$ cat src/rtl/gray_seq_ctrl.sv
// -----------------------------------------------------------------------------
// gray_seq_ctrl
//
// Scans a binary index from a start code to an end code, one step per
// downstream transfer, and presents each index together with its Gray code.
// The scan may count up or down and may wrap through the all-ones/zero
// boundary. Each word is held for as long as the consumer stalls.
//
// Ports
//   clk    in   1        clock, all state changes on the rising edge
//   rst_n  in   1        asynchronous active-low reset
//   start  in   1        begin a scan (only looked at while idle)
//   abort  in   1        drop the scan in progress, back to idle
//   dir    in   1        0 = count up, 1 = count down (captured at start)
//   first  in   WIDTH    scan start code (captured at start)
//   last   in   WIDTH    scan end code (captured at start)
//   ready  in   1        downstream accepts the word offered this cycle
//   bin    out  WIDTH    current binary index
//   gray   out  WIDTH    Gray code of bin
//   valid  out  1        bin/gray hold a word offered downstream
//   busy   out  1        scan in progress (same as valid)
//   done   out  1        one-cycle pulse after the final transfer
//   count  out  WIDTH+1  words transferred in the current or last scan
// -----------------------------------------------------------------------------
module gray_seq_ctrl #(
  parameter int WIDTH = 4
) (
  input  logic             clk,
  input  logic             rst_n,
  input  logic             start,
  input  logic             abort,
  input  logic             dir,
  input  logic [WIDTH-1:0] first,
  input  logic [WIDTH-1:0] last,
  input  logic             ready,
  output logic [WIDTH-1:0] bin,
  output logic [WIDTH-1:0] gray,
  output logic             valid,
  output logic             busy,
  output logic             done,
  output logic [WIDTH:0]   count
);

  typedef enum logic [1:0] {
    IDLE = 2'd0,
    RUN  = 2'd1,
    DONE = 2'd2
  } state_t;

  localparam logic [WIDTH-1:0] BIN_ONE = {{(WIDTH-1){1'b0}}, 1'b1};
  localparam logic [WIDTH:0]   CNT_ONE = {{WIDTH{1'b0}}, 1'b1};

  state_t           state_reg, state_next;
  logic [WIDTH-1:0] bin_reg,   bin_next;
  logic [WIDTH:0]   count_reg, count_next;
  logic             dir_reg,   dir_next;
  logic [WIDTH-1:0] last_reg,  last_next;

  logic             xfer;
  logic             at_last;

  // ---------------------------------------------------------------------------
  // State and datapath registers
  // ---------------------------------------------------------------------------
  always_ff @(posedge clk or negedge rst_n) begin
    if (!rst_n) begin
      state_reg <= IDLE;
      bin_reg   <= '0;
      count_reg <= '0;
      dir_reg   <= 1'b0;
      last_reg  <= '0;
    end else begin
      state_reg <= state_next;
      bin_reg   <= bin_next;
      count_reg <= count_next;
      dir_reg   <= dir_next;
      last_reg  <= last_next;
    end
  end

  // A transfer only exists in RUN and only when abort is not pulling the
  // scan down; abort wins over both ready and completion.
  assign xfer    = (state_reg == RUN) && ready && !abort;
  assign at_last = (bin_reg == last_reg);

  // ---------------------------------------------------------------------------
  // Next-state / datapath logic
  // ---------------------------------------------------------------------------
  always_comb begin
    state_next = state_reg;
    bin_next   = bin_reg;
    count_next = count_reg;
    dir_next   = dir_reg;
    last_next  = last_reg;

    case (state_reg)
      IDLE: begin
        // bin and count keep the results of the previous scan while idle.
        if (start && !abort) begin
          state_next = RUN;
          bin_next   = first;
          count_next = '0;
          dir_next   = dir;
          last_next  = last;
        end
      end

      RUN: begin
        if (abort) begin
          state_next = IDLE;
        end else if (xfer) begin
          count_next = count_reg + CNT_ONE;
          if (at_last) begin
            // The final word stays on bin so the result is visible afterwards.
            state_next = DONE;
          end else if (dir_reg) begin
            // Modular arithmetic gives the wrap 0 -> all-ones for free.
            bin_next = bin_reg - BIN_ONE;
          end else begin
            bin_next = bin_reg + BIN_ONE;
          end
        end
      end

      DONE: begin
        // Single-cycle pulse state; abort also lands in IDLE, so there is
        // nothing extra to do for it here.
        state_next = IDLE;
      end

      default: begin
        state_next = IDLE;
      end
    endcase
  end

  // ---------------------------------------------------------------------------
  // Outputs
  // ---------------------------------------------------------------------------
  assign bin   = bin_reg;
  assign count = count_reg;
  assign valid = (state_reg == RUN);
  assign busy  = valid;
  assign done  = (state_reg == DONE);

  // Gray code straight from the bin register: each bit is the XOR of the
  // matching binary bit and its upper neighbour, the MSB passes through.
  genvar gi;
  generate
    for (gi = 0; gi < WIDTH - 1; gi++) begin : g_gray
      assign gray[gi] = bin_reg[gi] ^ bin_reg[gi+1];
    end
  endgenerate
  assign gray[WIDTH-1] = bin_reg[WIDTH-1];

endmodule

$ cat config.mk
export PLATFORM = sky130hd
export DESIGN_NAME = gray_seq_ctrl
export DESIGN_NICKNAME = d
export VERILOG_FILES = /design/src/rtl/gray_seq_ctrl.sv
export SDC_FILE = /design/constraint.sdc
export NUM_CORES = 1
export LEC_CHECK = 0
export ABC_AREA = 1
export BUFFER_PORTS_ARGS = -buffer_cell sky130_fd_sc_hd__buf_2
export CAP_MARGIN = 20
export CORE_ASPECT_RATIO = 0.8
export CORE_UTILIZATION = 46
export CTS_CLUSTER_DIAMETER = 120
export CTS_CLUSTER_SIZE = 20
export DETAILED_ROUTE_END_ITERATION = 8
export GPL_TIMING_DRIVEN = 0
export PLACE_DENSITY = 0.75
export SYNTH_ARGS = -nofsm -noshare
export SYNTH_HDL_FRONTEND = slang
export SYNTH_SLANG_ARGS = --single-unit
$ cat constraint.sdc
create_clock -name clk -period 1.5 [get_ports clk]
set_input_delay 0 -clock clk [delete_from_list [all_inputs] [get_ports clk]]
set_output_delay 0 -clock clk [all_outputs]
set_load 0.005 [all_outputs]
==> summary.md <==
| Metric | Value |
|---|---|
| Max frequency | 0.7131 GHz |
| Worst reg2reg startpoint | bin[2]$_DFFE_PN0P_ |
| Max FO, Critical Path | 6 |
| DRT Pass-1 Iters | 4 |
| Num rows | 15 |
| Via Count | 976 |
| Slew @ Worst Pin | 0.3818 ns |
| ANT nets after route | 0 |
| Status | complete, no violations |
| Clock transition at path regs | roughly 0.090 ns |
| Drt wl/cell | between 10 and 15 um |
| CP Launch Point | bin[2]$_DFFE_PN0P_ |
| Number of buffers created by CTS | 3 |
| Worst setup SP type | register |
| Initial antenna violation count | 0 |
| Finished Layout Cells | 203 |
| Post-DP Area | about 1200 um2 |
| Final #Nets | 198 |
| R2R Setup Slk | 0.1 ns |
| Filler cells | 191 |
| Hold path start | ready |
| Synthesized instance count | around 130 |
| Drt total wl | 2316 um |
| Gpl congestion | 0.7905 |
| Clock root cell | clkbuf_4 |
| Global-route wire length before repair | 3394 um |
| Mapped Nets | 150 |
| Tmin final | between 1 and 1.5 ns |
| Max H-tree Level | 1 |
| VDD IR max | 0.001050 V |
| CTS tree | built |
| Maximum clock insertion buffer count | 2 |
| Initial DRC Count | 30 |
| Port Buffers | 29 |
| Number of inserted diodes | 0 |
| Clock Skew | 0.0005155 ns |
| Core area | 2158 um2 |
| Data arrival, critical path | 1.59 ns |
| Sequential fraction of the synthesis area | 38.28% |
| Flops & latches, synth | 16 |
| Share of layout cells above drive strength 1 | 39.33% |
| Endpoints failing hold | 0 |
| Relative slew margins | approximately three quarters |
| Post-synth cell types | 21 |
| Pin count of the biggest net entering global routing | 17 |
| Clock latency on the worst-skew pair | 0.29 ns |
| Power Density | 1661 nW/um2 |
| Post-Place Cells | approximately 190 |
| Largest register FFs | 5 |
| Crit share post-route | 93.49% |
| Max_cap viols | 0 |
| Clock Sinks | 16 |
| Hold crit path type | primary input to register |
| # DRC | 0 |
| Die area | between 2000 and 2500 um2 |
| I/O pin cnt | 30 |
| Slew Limit Fails | 0 |
| Avg Synthesized Cell Area | 7.924 um2 |
| R2R Path End | bin[3]$_DFFE_PN0P_ |
| Number of global-route vias before repair | between 700 and 800 |
| GRT Total Usage | 18.29% |
| CP Capture Type | register |
| DPL Wire Length | 1532 um |
| Width of the chip | 55.32 um |
| Chip height | 44.65 um |
| Starting Density | 48.46% |
| Syn-to-layout area delta | 31.46% |
| P_leak | between 0.0007 and 0.0008 uW |
| Total grt overflow | 0 |
| Reg2reg path depth | 7 |
| Setup Viol. Count Final | 0 |
| Synth warn | 0 |
| Post-DR vias/cell | 4.808 |
| Worst EP required | 1.69 ns |
| WS Path Type | register to register |
| Post-Synthesis Cell Area | 1046 um2 |
| Cell area after layout | 1375 um2 |
| Crit path capture | bin[3]$_DFFE_PN0P_ |
-- cell usage in the layout, fill, tap and decap left out, drive strengths merged --
cell and n:
buf 40, dlygate4sd3 6, o21ai 11, nand3 11
fa 1, dfrtp 16, nor2 11, inv 17
xor2 6, nand2 48, clkbuf 3, ha 3
and3 1, a21oi 3, bufinv 1
-- layout make-up --
type                    instances  area, um2  share of cell area, %
multi-input cells              95      548.0                  39.85
flip-flops and latches         16      404.1                  29.39
repair buffers                 43      265.3                  19.29
inverters                      18      81.33                  5.914
well taps                      25      31.28                  2.275
clock buffers                   3      22.52                  1.638
plain buffers                   3      22.52                  1.638
-- layer usage --
metal  routed length (um)  global-route usage, %  part of all wire [%]
met1                 1106                  27.42                    48
met2                 1064                  24.82                    46
met3                  120                  5.263                   5.2
met4                   25                  6.500                   1.1
met5                    0                      0                     0
-- repair_timing --
action | CTS | global route
cloned | 0 | 0
setup buffers | 0 | 8
hold buffers | 6 | 0
hold endpoints to repair | 21 | 0
pin swaps | 0 | 4
endpoints found under the setup margin | 1 | 3
gates resized for setup | 2 | 5
-- stage by stage --
step / hold WS, ns / power [uW] / util, % / TNS, ns / setup WS, ns
finish: 0.01255 / 2284 / 63.71 / 0 / 0.09760
global route: 0.02452 / 2481 / 63.71 / -0.03570 / -0.01850
floorplan: -0.2956 / 1473 / - / 0 / 0.08180
detailed placement: -0.05923 / 1826 / 56.64 / -0.01826 / -0.01826
global placement: -0.06266 / 1804 / 56.64 / -0.008006 / -0.008006
CTS: 0.009622 / 2086 / 60.58 / 0 / 0.02369
-- cell families after synthesis --
logic type,count (synthesis),synth area share (%)
AO/OA/AOI/OAI,14,7.057
XOR/XNOR,6,5.024
adder cells (fa/ha/maj),4,5.503
buffers and inverters,21,9.928
flip-flops,16,38.28
AND/OR/NAND/NOR,71,34.21
-- worst max-delay path, stage by stage (launching register included) --
cell and delay [ns]:
dfrtp_2 0.45, ha_1 0.36, a21oi_2 0.15, nand3_1 0.09, nand3_1 0.09, nand2_1 0.06, nand3_2 0.05, nand2_1 0.04
-- synth_stat cells (all sizes together) --
cell     n  share of area [%]
nand2   48                 21
xor2     6                5.0
nand3   11                6.7
nor2    11                5.9
inv     17                6.1
dfrtp   16                 38
a21oi    3                1.4
o21ai   11                5.6
bufinv   1                1.7
buf      3                2.2
ha       3                3.6
fa       1                1.9
and3     1               0.60
-- worst min path at each step --
stage | end | slack [ns] | cells after the start
finish | state_reg[1]$_DFFE_PN0P_ | 0.01 | 3
global route | state_reg[1]$_DFFE_PN0P_ | 0.02 | 3
CTS | state_reg[1]$_DFFE_PN0P_ | 0.01 | 3
detailed placement | last_reg[3]$_DFFE_PN0P_ | -0.06 | 1
global placement | last_reg[3]$_DFFE_PN0P_ | -0.06 | 1
floorplan | bin[0]$_DFFE_PN0P_ | -0.30 | 0
-- power breakdown --
part	internal (uW)	leakage, uW	switching (uW)
Sequential	571	0.000202	165
Combinational	637	0.000563	679
Clock	93.4	0.0000138	138
No activity file was read; power rests on OpenSTA's default activity.
